$ cat config.mk
export PLATFORM = sky130hd
export DESIGN_NAME = pipe_rr_arbiter
export DESIGN_NICKNAME = d
export VERILOG_FILES = /design/src/rtl/pipe_rr_arbiter.sv
export SDC_FILE = /design/constraint.sdc
export NUM_CORES = 1
export LEC_CHECK = 0
export ABC_CLOCK_PERIOD_IN_PS = 4300
export CORE_MARGIN = 10
export CORE_UTILIZATION = 30
export CTS_CLUSTER_DIAMETER = 100
export DETAILED_ROUTE_END_ITERATION = 10
export PLACE_DENSITY = 0.54
export SLEW_MARGIN = 20
export SYNTH_ARGS = -nofsm -noshare
export SYNTH_HDL_FRONTEND = slang
export SYNTH_SLANG_ARGS = --single-unit
$ cat constraint.sdc
create_clock -name clk_i -period 4.3 [get_ports clk_i]
set_input_delay 0.86 -clock clk_i [delete_from_list [all_inputs] [get_ports clk_i]]
set_output_delay 0.86 -clock clk_i [all_outputs]
set_load 0.005 [all_outputs]
$ cat src/rtl/pipe_rr_arbiter.sv
// Round-robin front end for a shared elastic valid/ready pipeline.
// Grants one of N requesters per accepted item, remembers each item's owner
// in an in-order tag FIFO, and steers pipeline results back to that owner.
module pipe_rr_arbiter #(
    parameter int unsigned N     = 3,
    parameter int unsigned W     = 5,
    parameter int unsigned DEPTH = 8
) (
    input  logic                     clk_i,
    input  logic                     reset_ni,
    input  logic [N-1:0]             req_valid_i,
    input  logic [N*W-1:0]           req_data_i,
    output logic [N-1:0]             req_rdy_o,
    output logic [W-1:0]             pipe_in_val_o,
    output logic                     pipe_in_valid_o,
    input  logic                     pipe_in_rdy_i,
    input  logic [W-1:0]             pipe_out_val_i,
    input  logic                     pipe_out_valid_i,
    output logic                     pipe_out_rdy_o,
    output logic [W-1:0]             rsp_val_o,
    output logic [N-1:0]             rsp_valid_o,
    input  logic [N-1:0]             rsp_rdy_i,
    output logic [$clog2(DEPTH):0]   inflight_o,
    output logic                     err_o
);

    localparam int unsigned IW = (N > 1) ? $clog2(N) : 1;
    localparam int unsigned AW = $clog2(DEPTH);
    localparam int unsigned CW = AW + 1;

    typedef enum logic {
        ARB_IDLE,
        ARB_LOCKED
    } arb_state_e;

    arb_state_e     state_q;
    logic [IW-1:0]  held_q;
    logic [IW-1:0]  ptr_q;

    logic [IW-1:0]  tag_mem [DEPTH];
    logic [AW-1:0]  wr_ptr_q;
    logic [AW-1:0]  rd_ptr_q;
    logic [CW-1:0]  count_q;
    logic           err_q;

    logic           cand_found;
    logic [IW-1:0]  cand_idx;
    logic [IW:0]    search_idx;
    logic [W-1:0]   cand_data;
    logic [IW-1:0]  ptr_next;
    logic           not_full;
    logic           fifo_empty;
    logic           offer;
    logic           accept;
    logic           pop;
    logic [IW-1:0]  head;

    // Pick the candidate: the held index while locked, else first valid from the pointer
    always_comb begin
        cand_found = 1'b0;
        cand_idx   = '0;
        search_idx = '0;
        if (state_q == ARB_LOCKED) begin
            cand_found = 1'b1;
            cand_idx   = held_q;
        end else begin
            for (int unsigned i = 0; i < N; i++) begin
                search_idx = (IW+1)'(ptr_q) + (IW+1)'(i);
                if (search_idx >= (IW+1)'(N)) begin
                    search_idx = search_idx - (IW+1)'(N);
                end
                if (!cand_found && req_valid_i[search_idx[IW-1:0]]) begin
                    cand_found = 1'b1;
                    cand_idx   = search_idx[IW-1:0];
                end
            end
        end
    end

    // Offer/accept handshake toward the pipeline and payload mux
    always_comb begin
        cand_data = '0;
        for (int unsigned i = 0; i < N; i++) begin
            if (IW'(i) == cand_idx) begin
                cand_data = req_data_i[i*W +: W];
            end
        end
        not_full        = (count_q < CW'(DEPTH));
        // Gated by reset so every output reads zero while reset is held
        offer           = reset_ni && cand_found && not_full;
        accept          = offer && pipe_in_rdy_i;
        pipe_in_valid_o = offer;
        pipe_in_val_o   = offer ? cand_data : '0;
        for (int unsigned i = 0; i < N; i++) begin
            req_rdy_o[i] = accept && (IW'(i) == cand_idx);
        end
        ptr_next = (cand_idx == IW'(N - 1)) ? '0 : cand_idx + 1'b1;
    end

    // Steer the pipeline result to the owner of the oldest in-flight tag
    always_comb begin
        fifo_empty     = (count_q == '0);
        head           = tag_mem[rd_ptr_q];
        pipe_out_rdy_o = !fifo_empty && rsp_rdy_i[head];
        rsp_val_o      = fifo_empty ? '0 : pipe_out_val_i;
        for (int unsigned i = 0; i < N; i++) begin
            rsp_valid_o[i] = !fifo_empty && pipe_out_valid_i && (IW'(i) == head);
        end
        pop        = pipe_out_valid_i && pipe_out_rdy_o;
        inflight_o = count_q;
        err_o      = err_q;
    end

    // Arbitration FSM: lock on an unaccepted offer, rotate the pointer on accept
    always_ff @(posedge clk_i or negedge reset_ni) begin
        if (!reset_ni) begin
            state_q <= ARB_IDLE;
            held_q  <= '0;
            ptr_q   <= '0;
        end else if (accept) begin
            state_q <= ARB_IDLE;
            ptr_q   <= ptr_next;
        end else if (offer) begin
            state_q <= ARB_LOCKED;
            held_q  <= cand_idx;
        end
    end

    // Tag FIFO bookkeeping and sticky error on a result with nothing in flight
    always_ff @(posedge clk_i or negedge reset_ni) begin
        if (!reset_ni) begin
            for (int unsigned i = 0; i < DEPTH; i++) begin
                tag_mem[i] <= '0;
            end
            wr_ptr_q <= '0;
            rd_ptr_q <= '0;
            count_q  <= '0;
            err_q    <= 1'b0;
        end else begin
            if (accept) begin
                tag_mem[wr_ptr_q] <= cand_idx;
                wr_ptr_q          <= wr_ptr_q + 1'b1;
            end
            if (pop) begin
                rd_ptr_q <= rd_ptr_q + 1'b1;
            end
            case ({accept, pop})
                2'b10:   count_q <= count_q + 1'b1;
                2'b01:   count_q <= count_q - 1'b1;
                default: count_q <= count_q;
            endcase
            if (pipe_out_valid_i && fifo_empty) begin
                err_q <= 1'b1;
            end
        end
    end

endmodule

* Word level (Yosys, flattened, before mapping)
Cells that the tools add are included.
Storage, ports and cells: flip-flop bits (word level) 32, input bits 30, output and inout bits 23, logic and storage cells 110
Operators by class: add/sub/neg operators 10, magnitude comparators 11, equality and inequality tests 7, mux-type cells 39, bitwise gates (word level) 3, reduce and logical (&&, ||, !) cells 25
Operators by type and width (count):
- 2-bit two-way mux | 14
- 5-bit two-way mux | 5
- 16-bit bitwise mux | 1
- 1-bit logical AND | 16
- 2-bit by 3-bit < comparator with 1-bit output, second input constant | 4
- 1-bit two-way mux | 12
- 1-bit binary-select mux with 2-bit select | 4
- 4-bit greater-or-equal comparator, second input constant | 2
- 3-bit inverter with 4-bit output | 2
- 4-bit one-hot mux with 2 select lines | 1
- 3-bit by 1-bit adder with 3-bit output, second input constant | 2
- 2-bit binary-select mux with 3-bit select | 1
- 2-bit demux with 3-bit select | 1
- 3-bit by 2-bit greater-or-equal comparator with 1-bit output, second input constant | 2
- 2-bit subtractor, second input constant | 3
- 4-bit by 1-bit adder with 4-bit output, second input constant | 1
- 1-bit by 2-bit equality test with 1-bit output, first input constant | 2
- 2-bit equality test, first input constant | 2
- 2-bit equality test, second input constant | 2
- 2-bit zero test | 2
- 4-bit zero test | 1
- 4-bit by 1-bit < comparator with 1-bit output, second input constant | 1
- 4-bit < comparator, second input constant | 1
- 2-bit nonzero test | 2
- other kinds (9) | 11

* Longest topological paths before layout
Gate-level depths: netlist (run 1).
depth in word-level cells 20, gate-level depth with buffers 15, mapped depth without buffers 12

* Least setup slack after synthesis (run 1)
OpenSTA, ideal clock, no wires.
path type input to register, from in req_valid_i[1], to reg count_q[3], in the netlist inflight_o[3], library setup time 0.127 ns, arrival 2.987 ns, required time 4.173 ns, path slack 1.186 ns, cell stages on the path 13, path buffers 3, cells stage by stage inv_1 -> o32a_1 -> buf_6 -> a41o_1 -> buf_6 -> clkbuf_1 -> ha_1 -> ha_1 -> a21o_1 -> a21oi_1 -> xnor2_1 -> nor2_1 -> xor2_1
Between the ends: word-level cells in the longest chain between the ends 17, elaborated cells on any way between the ends 23, classes of those cells eq/ne: 2; mux: 13; reduce/logical: 8
RTL lines:
- start, declared | line 11 | input logic [N-1:0] req_valid_i,
- 1-bit binary-select mux with 2-bit select | line 72 | if (!cand_found && req_valid_i[search_idx[IW-1:0]]) begin
- 1-bit two-way mux (not written as such) | line 72
- 1-bit two-way mux | line 72
- 1-bit two-way mux | line 63 | if (state_q == ARB_LOCKED) begin
- 1-bit zero test | line 72
- 1-bit logical AND | line 72
- 1-bit two-way mux | line 72
- 1-bit two-way mux | line 63
- 1-bit zero test | line 72
- 1-bit logical AND | line 72
- 1-bit two-way mux * | line 72
- 1-bit two-way mux * | line 63
- 1-bit logical AND * (2 in a row) | line 90 | offer = reset_ni && cand_found && not_full;
- 1-bit logical AND * | line 91 | accept = offer && pipe_in_rdy_i;
- 2-bit by 1-bit equality test with 1-bit output / 2-bit equality test (equally long branches) | line 147 | case ({accept, pop})
- 4-bit one-hot mux with 2 select lines / 2-bit nonzero test (equally long branches)
- end signal, assigned | line 148 | 2'b10: count_q <= count_q + 1'b1;
- end signal, assigned | line 149 | 2'b01: count_q <= count_q - 1'b1;
- end signal, assigned | line 150 | default: count_q <= count_q;
- end, declared | line 43 | logic [CW-1:0] count_q;
Mark *: on every way between the ends. The rest lies on a longest branch, timed or not. The select of a mux whose other input is x is not followed. A chain may end at the register's enable or synchronous reset.

* Worst setup path in the final report (run 1)
from in req_valid_i[1], to out pipe_in_val_o[0]
Between the ends: word-level cells in the longest chain between the ends 17, elaborated cells on any way between the ends 29, classes of those cells eq/ne: 2; mux: 20; reduce/logical: 7
RTL lines:
- 1-bit binary-select mux with 2-bit select | line 72
- 1-bit two-way mux (not written as such) | line 72
- 1-bit two-way mux | line 72
- 1-bit two-way mux | line 63
- 1-bit zero test | line 72
- 1-bit logical AND | line 72
- 1-bit two-way mux | line 72
- 1-bit two-way mux | line 63
- 1-bit zero test | line 72
- 1-bit logical AND | line 72
- 2-bit two-way mux | line 72
- 2-bit two-way mux | line 63
- 2-bit zero test | line 84 | if (IW'(i) == cand_idx) begin
- 5-bit two-way mux (3 in a row) | line 84
- 5-bit two-way mux * | line 93 | pipe_in_val_o = offer ? cand_data : '0;
- end, declared | line 14 | output logic [W-1:0] pipe_in_val_o,
Marks and branches as above.

==> results.cfg, run 1 <==
[outcome]
run_status = finished clean

[placed_design]
place_area_sq_mm = 0.00300
port_buffers = 52
hpwl_mm = 4.68
place_congestion = 0.791

[logic_synthesis]
synth_area_sq_mm = 0.00236
synth.distinct_cells = 53
synthArstFlopShare_pct = 100
yosysTopAreaCell = dfrtp_1
synthFlopType = dfrtp_1
yosys_warnings = 0
seq_area_frac_synth_pct = 33.9
postSynthCellCount = 242
synth_edf_count = 0
ys_seq_elements = 32
synth.avg_cell_area_sq_um = 9.76
synthTopCellsByArea = dfrtp_1 34%, mux2_2 10%, ha_1 4.8%
syn_nets = 282
yosysTopAreaCellShare_pct = 33.9

[global_route]
antenna_found_initial = 0
grtUsageMet2_pct = 16.6
busiest_layer = met2
met1_usage_pct = 13.6
grt_overflow_total = 0
first_global_vias = 2023
grt_util_all_layers_pct = 10.5
met3_usage_pct = 3.24
grt_max_degree = 33
grt_pass1_wl_mm = 10.1

[floorplanning]
chipHeight_um = 109
start_util_pct = 30.7
coreArea_sq_mm = 0.00769
io_pins = 53
rows = 32
die_area_sq_mm = 0.0118
die_w_um = 109

[timing]
setup_viol = 0
fin_tns_setup_ns = 0
worstMarginPinSlew_ns = 0.605
clock.fmax_mhz = 246
slew_viol_final = 0
rsz0062_at_grt = no
period_minus_slack_ns = 4.06
finalCritPeriodShare_pct = 94.5
maxSlewHeadroom_pct = 59.2
skew_ns = 0.00593
finalHoldViolCount = 0

[pwr]
cellLeakagePower_nw = 1.32
p_per_area_mw_per_mm2 = 700
vdd_drop_max_mv = 0.326

[flow_run]
maxCapViolations = 0

[setup_path]
arrival_ns = 3.20
cp-end-kind = primary output
slowest_delay_ns = 0.58
critPathSlowestCell = clkdlybuf4s50_1
crit_required_ns = 3.44
cp-start-kind = input pin
crit_path_frequent_cell = clkdlybuf4s50_1
worstPathCellList = clkdlybuf4s50_1 > inv_1 > o32a_1 > a41oi_1 > buf_4 > nand2_1 > o32ai_1 > clkdlybuf4s50_1
worst-setup-path-type = in -> out
crit_fanout = 9

[detailed_routing]
drt_first_pass_iters = 4
detailroute.via_count = 1978
drtAntennaViolNets = 0
routedWlPerCell_um = 15.2
vias_per_cell = 4.97
routed_wl_mm = 6.03
drc = 0
initialDrtViolationCount = 101

[layout]
nNetsFinal = 336
finalInstanceArea_sq_mm = 0.00310
layout-drive-gt1-share_pct = 16.2
num_antenna_cells = 0
area_growth_pct = 31.3

[cts]
cts.clk_slew.worst_paths_ns = 0.07
htree_levels = 2
cts_setup_buffers = 0
cts_max_path_buffers = 2
root_buffer = clkbuf_8
cts_hold_buffers = 0
clk_latency_ns = 0.28
cts_tree = yes
clock-sinks = 32
cts-resized-gates = 0
cts_buffers = 5

[hold_path]
hold_path_class = reg -> reg
through the flow:
| stage | setup slack, ns | hold WS (ns) | util [%] | power, mW | instances |
|---|---|---|---|---|---|
| floorplan | 1.19 | 0.451 | - | 1.49 | 242 |
| global placement | 0.280 | 0.440 | 39.1 | 1.91 | 391 |
| detailed placement | 0.261 | 0.447 | 39.1 | 1.93 | 391 |
| CTS | 0.230 | 0.462 | 40.3 | 2.19 | 398 |
| global route | 0.0152 | 0.470 | 40.3 | 2.37 | 398 |
| finish | 0.237 | 0.459 | 40.3 | 2.17 | 398 |
critical path, delay by kind of cell:
| kind | cells | cell delay [ns] |
|---|---|---|
| AO/OA/AOI/OAI | 3 | 0.94 |
| buffers and inverters | 4 | 1.34 |
| AND/OR/NAND/NOR | 1 | 0.05 |
cell families after synthesis:
group	synth area share (%)
fa+ha+maj	5.62
buf+inv	5.83
compound gates	17.3
flops	33.9
mux	17.9
simple gates	17.2
xor+xnor	2.23
where the power goes:
group          internal (mW)  leakage (nW)  switching, mW
Sequential             0.439         0.399          0.164
Clock                  0.143        0.0503          0.113
Combinational          0.681         0.868          0.628
Total                   1.26          1.32          0.906
cells in the final DEF, fill, tap and decap left out, types with 4 or more instances in the layout:
cell | synthesis | final
clkdlybuf4s50_1 | 0 | 52
dfrtp_1 | 32 | 32
nand2_1 | 21 | 21
mux2_2 | 21 | 21
inv_1 | 18 | 18
nor2_1 | 10 | 10
nand3_1 | 9 | 9
ha_1 | 9 | 9
mux2i_1 | 8 | 8
nor2b_1 | 8 | 8
buf_4 | 0 | 8
clkbuf_8 | 0 | 7
a21oi_1 | 6 | 6
a22o_1 | 6 | 6
o32ai_1 | 6 | 6
a211oi_1 | 5 | 5
a311oi_1 | 5 | 5
nand2b_1 | 4 | 4
a21o_1 | 4 | 4
nor3_1 | 4 | 4
mux2_4 | 4 | 4
cell type report:
cell class,instances,area [sq um]
Inverter,19,71.3
Clock buffer,7,96.3
Tap cell,102,128
Timing Repair Buffer,60,581
Multi-Input combinational cell,178,1420
Sequential cell,32,801
Fill cell,746,4590
cells in the mapped netlist (all sizes together), types with 4 or more instances:
master / instances
nand2b: 4
buf: 4
mux2: 25
a22o: 6
o32ai: 6
nand2: 21
nor3: 4
ha: 9
inv: 19
a311oi: 5
a211oi: 5
mux2i: 8
nand3: 9
clkbuf: 9
a21o: 4
dfrtp: 32
nor2: 10
nor2b: 8
a21oi: 6
registers in the layout, indices dropped and copies added, names as in the netlist:
name	count
rd_ptr_q	3
ptr_q	2
wr_ptr_q	3
inflight_o	4
held_q	2
err_o	1
state_q	1
tag_mem	16
path summary, 6_finish.rpt:
path / start / endpoint / slack (ns) / cells past startpoint
setup / recovery: req_valid_i[1] / pipe_in_val_o[0] / 0.24 / 8
hold reg to reg: err_o / err_o / 0.46 / 1
min in group asynchronous: reset_ni / wr_ptr_q[0] / 1.13 / 2
hold / removal: err_o / err_o / 0.46 / 1
setup reg to reg: rd_ptr_q[1] / inflight_o[3] / 1.05 / 11
max in group asynchronous: reset_ni / tag_mem[9] / 2.87 / 2
routing by layer:
layer	vias to the layer above	share of wire [%]	routed length, um
li1	1000	-	-
met1	924	47	2830
met2	48	47	2820
met3	6	5.3	317
met4	0	1.1	67
met5	-	0	0
No activity file was read; power rests on OpenSTA's default activity.
==> run 2: changes to the inputs <==
Settings changed: CORE_UTILIZATION 30 to 51, PLACE_DENSITY 0.54 to 0.83.
==> run 2 against run 1 <==
Effect of this change:
- combinational power about the same
- non-clock buffer count down 2
- clock skew rose by 0.0056 ns
- critical endpoint is now pipe_in_val_o[1]
- largest power group unchanged
==> results.cfg, run 2 (synthesized netlist as in run 1, its figures left out) <==
[outcome]
run_status = finished clean

[setup_path]
cp-end-kind = primary output
crit_path_frequent_cell = clkdlybuf4s50_1
critPathSlowestCell = clkdlybuf4s50_1
worstPathCellList = clkdlybuf4s50_1 > mux2i_1 > o2111a_1 > a21oi_1 > nor2_1 > buf_4 > o32ai_1 > clkdlybuf4s50_1
crit_fanout = 19
arrival_ns = 3.16
cp_top_family = buffers and inverters
startpoint = req_valid_i[2]
critPathBufInv = 3
worst-setup-path-type = in -> out
r2r-start = rd_ptr_q[2]
cp-start-kind = input pin
slowest_delay_ns = 0.56
r2r_cells = 12
crit_required_ns = 3.44
path_depth = 8

[pwr]
p_seq_share_pct = 28.6
switchingPower_uw = 903
p_per_area_mw_per_mm2 = 709
sw_frac_of_total_pct = 42.1
power_frac_clock_pct = 11.0
vdd_drop_max_mv = 0.427
cellLeakagePower_nw = 1.31
intPower_mw = 1.24
pwr-share-comb_pct = 60.4

[layout]
finalInstanceArea_sq_mm = 0.00302
final_cell_mix = 52 x clkdlybuf4s50_1, 32 x dfrtp_1, 21 x nand2_1, 21 x mux2_2, 18 x inv_1
num_antenna_cells = 0
largest_reg_flops = 16
num-fill-cells = 338
layout-drive-gt1-share_pct = 16.3
final_common_cell = clkdlybuf4s50_1
area_growth_pct = 28.1
regMostFlops = tag_mem
utilization_pct = 68.5
nNetsFinal = 334

[hold_path]
hold_path_class = reg -> reg
hold-path-cell-count = 1
min_from = err_o

[global_route]
grt_overflow_total = 0
grt_util_all_layers_pct = 15.3
first_global_vias = 2062
antenna_found_initial = 0
grt_max_degree = 33
grt_pass1_wl_mm = 9.80

[cts]
root_buffer = clkbuf_8
cts_hold_buffers = 0
cts.clk_slew.worst_paths_ns = 0.07
htree_levels = 2
cts-resized-gates = 0
cts_setup_buffers = 0
clk_latency_ns = 0.29
clock-sinks = 32
cts_max_path_buffers = 2
cts_buffers = 5
cts_tree = yes

[floorplanning]
chipHeight_um = 88.0
die_w_um = 88.0
die_area_sq_mm = 0.00775
start_util_pct = 53.5
rows = 24
coreArea_sq_mm = 0.00441
io_pins = 53

[timing]
maxSlewHeadroom_pct = 54.5
slew_viol_final = 0
finalHoldViolCount = 0
finalCritPeriodShare_pct = 93.6
rsz0062_at_grt = no
clock.fmax_mhz = 249
setup_viol = 0
skew_ns = 0.0115
worstMarginPinSlew_ns = 0.677
holdWs_ns = 0.464
period_minus_slack_ns = 4.02
fin_tns_setup_ns = 0

[placed_design]
port_buffers = 52
place_congestion = 0.818
hpwl_mm = 4.47
place_area_sq_mm = 0.00293

[detailed_routing]
drc = 0
drt_first_pass_iters = 4
detailroute.via_count = 2015
drtAntennaViolNets = 0
routedWlPerCell_um = 16.4
initialDrtViolationCount = 88
routed_wl_mm = 5.70
vias_per_cell = 5.81

[flow_run]
maxCapViolations = 0
## run 2: cell count changes in the layout (fill, tap and decap cells not counted), sizes merged
cell,change
clkbuf,-1
clkinv,+2
buf,-2
## run 2: power groups by stage
stage | sequential (mW) | clock [mW] | combinational (mW)
3_3_place_gp | 0.606 | 0 | 1.26
5_1_grt | 0.642 | 0.258 | 1.45
6_report | 0.613 | 0.235 | 1.30
4_1_cts | 0.610 | 0.245 | 1.30
3_5_place_dp | 0.614 | 0 | 1.30
2_1_floorplan | 0.525 | 0 | 0.964
## run 2: worst paths after layout
check / slack (ns) / end
max: 0.28 / pipe_in_val_o[1]
min: 0.46 / err_o
max reg2reg: 0.87 / inflight_o[3]
min reg2reg: 0.46 / err_o
max in group asynchronous: 2.90 / tag_mem[5]
min in group asynchronous: 1.11 / tag_mem[11]
## run 2: area by class of cell
cell class	instances	area, sq um	share of cell area (%)
Timing Repair Buffer	58	566	18.7
Tap cell	52	65.1	2.15
Clock inverter	2	10.0	0.331
Clock buffer	6	82.6	2.73
Multi-Input combinational cell	178	1430	47.2
Inverter	19	71.3	2.36
Sequential cell	32	801	26.5
## run 2: per-layer routing
layer | wire (um) | track usage [%] | vias to the layer above
li1 | - | - | 1002
met1 | 2560 | 19.7 | 965
met2 | 2780 | 24.1 | 45
met3 | 325 | 5.20 | 3
met4 | 35 | 3.42 | 0
met5 | 0 | 0 | -
## run 2: per-stage QoR
step                      worst slack (ns)  std cells  total power, mW
after CTS                            0.302        347             2.16
after detailed placement             0.320        339             1.91
after global placement               0.378        339             1.87
after global routing                 0.123        347             2.35
final                                0.277        347             2.14
after floorplan                       1.19        242             1.49
==> RTL change 1, RTL diff (config.mk and constraints of run 1) <==
Register the output `err_o`, with the module's reset; this adds one clock of latency there. The other outputs are not delayed to match.
--- a/src/rtl/pipe_rr_arbiter.sv
+++ b/src/rtl/pipe_rr_arbiter.sv
@@ -32,6 +32,8 @@
         ARB_IDLE,
         ARB_LOCKED
     } arb_state_e;
+
+    logic err_d;
 
     arb_state_e     state_q;
     logic [IW-1:0]  held_q;
@@ -108,7 +110,7 @@
         end
         pop        = pipe_out_valid_i && pipe_out_rdy_o;
         inflight_o = count_q;
-        err_o      = err_q;
+        err_d      = err_q;
     end
 
     // Arbitration FSM: lock on an unaccepted offer, rotate the pointer on accept
@@ -155,5 +157,13 @@
         end
     end
 
+    always_ff @(posedge clk_i or negedge reset_ni) begin
+        if (!reset_ni) begin
+            err_o <= '0;
+        end else begin
+            err_o <= err_d;
+        end
+    end
+
 endmodule
 
Check against the original RTL: not equivalent (a bounded check fails within 4 cycles, from zero or initial values and one cycle with reset_ni low).
==> RTL change 1 against run 1 <==
Routed wire length is 0.75% higher. Power shrank 0.50%. Final area is 0.12% higher. Sequential cell count up 1. Setup slack better by 65 ps. Count of clock-buffer cells in the layout shrank 1. Worst hold slack worse by 82 ps. Final cell count grew 0.25%. Synthesized area is 1.1% higher. Core utilization down 0.16 points. Critical path type unchanged.
==> RTL change 1: results <==
export IMPL_synth_async_sr_flop_share_pct=100
export IMPL_grt_pass1_wl_um=10100
export IMPL_stdcell_count=399
export IMPL_dp_slack_ps=323
export IMPL_switching_power_w=0.000916
export IMPL_reg2reg_slack_ps=870
export IMPL_vias_per_cell=4.94
export IMPL_holdWs_ps=377
export IMPL_rr_worst_depth=12
export IMPL_fill_cells=774
export IMPL_cp_endpoint="pipe_in_val_o[4]"
export IMPL_gp_congestion=0.799
export IMPL_reg2reg_from="rd_ptr_q[2]$_DFFE_PN0P_"
export IMPL_cp_arrival_ps=3140
export IMPL_grt_use_total_pct=10.4
export IMPL_slowest_delay_ps=570
export IMPL_synthFlopType="dfrtp_1"
export IMPL_p_leak_nw=1.32
export IMPL_max_freq_ghz=0.250
export IMPL_relSlewSlack_pct=58.1
export IMPL_drtIter0Drc=86
export IMPL_finClkSkew_ps=6.38
export IMPL_first_global_vias=1983
export IMPL_status="finished clean"
export IMPL_ys_seq_area_share_pct=34.6
export IMPL_worst_hold_path_endpoint="err_o$_DFF_PN0_"
export IMPL_slowest_stage="clkdlybuf4s50_1"
export IMPL_drive_gt1_share_pct=15.8
export IMPL_powerSeq_w=0.000632
export IMPL_hpwl_um=4650
export IMPL_grt_max_degree=34
export IMPL_seqPwrFrac_pct=29.3
export IMPL_place_area_um2=3020
export IMPL_synthCells=243
export IMPL_whs_path_depth=0
export IMPL_holdCritStartpoint="err_d$_DFFE_PN0P_"
RTL change 1: cell count changes after synthesis:
| cell | before | now |
|---|---|---|
| dfrtp_1 | 32 | 33 |
RTL change 1: kinds of logic after synthesis:
kind of cell / count (synthesis) / share of synthesized area (%)
and+or+nand+nor: 75 / 17.0
AOI/OAI and AO/OA: 52 / 17.1
muxes: 35 / 17.7
DFF: 33 / 34.6
buffers and inverters: 32 / 5.77
adders and majority gates: 10 / 5.56
xor gates and xnor gates: 6 / 2.20
RTL change 1: cell type report:
cell class | count | area [um2] | area share, %
Clock inverter | 2 | 10.0 | 0.323
Multi-Input combinational cell | 178 | 1420 | 45.8
Timing Repair Buffer | 59 | 573 | 18.5
Tap cell | 102 | 128 | 4.11
Sequential cell | 33 | 826 | 26.6
Inverter | 19 | 71.3 | 2.30
Clock buffer | 6 | 72.6 | 2.34
RTL change 1: metal layers:
layer	wire length, um	GRT usage [%]
met1	2980	14.0
met2	2770	15.3
met3	254	3.13
met4	66	3.53
met5	0	0
==> RTL change 2, RTL diff (settings of run 1) <==
Made on the original files. Change the parameter `W` from 5 to 10.
--- a/src/rtl/pipe_rr_arbiter.sv
+++ b/src/rtl/pipe_rr_arbiter.sv
@@ -3,7 +3,7 @@
 // in an in-order tag FIFO, and steers pipeline results back to that owner.
 module pipe_rr_arbiter #(
     parameter int unsigned N     = 3,
-    parameter int unsigned W     = 5,
+    parameter int unsigned W     = 10,
     parameter int unsigned DEPTH = 8
 ) (
     input  logic                     clk_i,
Ports: changed (resized pipe_in_val_o, pipe_out_val_i, req_data_i and rsp_val_o); port bits go from 53 to 83. No check against the original RTL was run, so the function may have changed too.
==> RTL change 2 against run 1 <==
Count of clock-buffer cells in the layout fell by 1. Power shrank 0.23%. Critical path depth shrank 1. Final area grew 12%. Global-route usage is 0.51 points higher. Clock skew hardly changed. Sequential cell count stayed put. Setup slack got worse by 23 ps. Routed wire length up 5.3%. Non-clock buffer count is 38 higher. Synthesized area fell by 3.8%.
==> RTL change 2: results <==
export IMPL_rr_worst_depth=13
export IMPL_slowest_delay_ps=570
export IMPL_num_antenna_cells=0
export IMPL_worst_hold_path_endpoint="err_o$_DFFE_PN0P_"
export IMPL_p_leak_nw=1.62
export IMPL_vias_per_cell=4.98
export IMPL_grt_max_degree=33
export IMPL_ys_seq_area_share_pct=35.2
export IMPL_hold_path_class="reg -> reg"
export IMPL_cts_buffers=5
export IMPL_switching_power_w=0.000825
export IMPL_powerSeq_w=0.000594
export IMPL_grt_pass1_wl_um=10600
export IMPL_relSlewSlack_pct=57.1
export IMPL_drtIter0Drc=107
export IMPL_comb_power_share_pct=61.7
export IMPL_fill_cells=725
export IMPL_finClkSkew_ps=5.85
export IMPL_synth_common_cells="dfrtp_1, mux2_2, nor2b_1"
export IMPL_synth_nets=264
export IMPL_status="finished clean"
export IMPL_largest_register="tag_mem"
export IMPL_worstPathMaxFanout=6
export IMPL_ys_top_cells_by_area="dfrtp_1, mux2_2, ha_1"
export IMPL_power_w=0.00216
export IMPL_gp_congestion=0.714
export IMPL_port_buffers=82
export IMPL_yosys_warnings=0
export IMPL_dr_pass1_iters=4
export IMPL_worst_ir_drop_vdd_v=0.000173
export IMPL_antenna_found_initial=0
export IMPL_clk_pin_slew_ps=60
export IMPL_cp_arrival_ps=3230
export IMPL_synth_distinct_cells=49
export IMPL_holdWs_ps=459
export IMPL_first_global_vias=2071
export IMPL_h_tree_depth=2
export IMPL_drive_gt1_share_pct=20.5
export IMPL_reg2reg_from="ptr_q[1]$_DFFE_PN0P_"
export IMPL_slowest_stage="o311ai_2"
export IMPL_cts_root_buf="clkbuf_8"
export IMPL_whs_path_depth=1
export IMPL_synth_async_sr_flop_share_pct=100
export IMPL_cts_buffer_depth=2
export IMPL_r2r_end="inflight_o[3]$_DFFE_PN0P_"
export IMPL_holdCritStartpoint="err_o$_DFFE_PN0P_"
export IMPL_synthFlopType="dfrtp_1"
export IMPL_wl_per_cell_um=15.8
export IMPL_clkLatencyLatePin_ps=280
export IMPL_dp_slack_ps=2.69
export IMPL_reg2reg_slack_ps=980
export IMPL_grt_use_total_pct=11.0
export IMPL_layout_nets=361
export IMPL_hpwl_um=5080
export IMPL_largest_register_ffs=16
==> RTL change 2: metal layers <==
layer  part of all wire (%)  GRT usage [%]
met4                   0.69           3.19
met3                    8.9           4.73
met2                     42           16.0
met1                     48           14.5
met5                      0              0
==> RTL change 2: cell type report <==
class                      instances  area share, %
clock buffer                       6           2.38
clock inverter                     2          0.289
inverter                           9          0.975
multi-input combinational        155           41.0
sequential                        32           23.1
tap                               99           3.58
timing repair buffer              98           28.7
==> RTL change 2: worst max-delay path, delay by kind of cell <==
family / cells / cell delay, ps
compound gates: 3 / 1120
buf+inv: 2 / 960
simple gates: 2 / 300
==> RTL change 2: cell families after synthesis <==
kind of cell	share of synthesized area, %
xor+xnor	3.08
flops	35.2
simple gates	15.0
buf+inv	2.86
mux	22.5
fa+ha+maj	5.84
compound gates	15.5
==> RTL change 2: worst max path at each step <==
stage          cells after the start                        end  slack [ps]           start
2_1_floorplan                     12  inflight_o[3]$_DFFE_PN0P_        1100  req_valid_i[2]
5_1_grt                            7               req_rdy_o[0]          50  req_valid_i[1]
4_1_cts                            9           pipe_in_val_o[8]          30  req_valid_i[2]
6_report                           7               req_rdy_o[0]         210  req_valid_i[1]
3_3_place_gp                       9           pipe_in_val_o[8]          60  req_valid_i[2]
3_5_place_dp                       8           pipe_in_val_o[8]           3  req_valid_i[2]
==> RTL change 2: repair_timing <==
action | in CTS | in global routing
endpoints found under the setup margin | 1 | 11
hold buffers | 0 | 0
setup buffers | 0 | 1
gates resized for setup | 1 | 12
pin swaps | 0 | 4
==> RTL change 2: stage by stage <==
stage                     std cells  utilization [%]  instance area, um2
after floorplan                 204                -                2270
after global placement          392             45.7                3330
after detailed placement        392             45.7                3330
after CTS                       400             47.0                3420
after global routing            401             47.5                3460
final                           401             47.5                3460
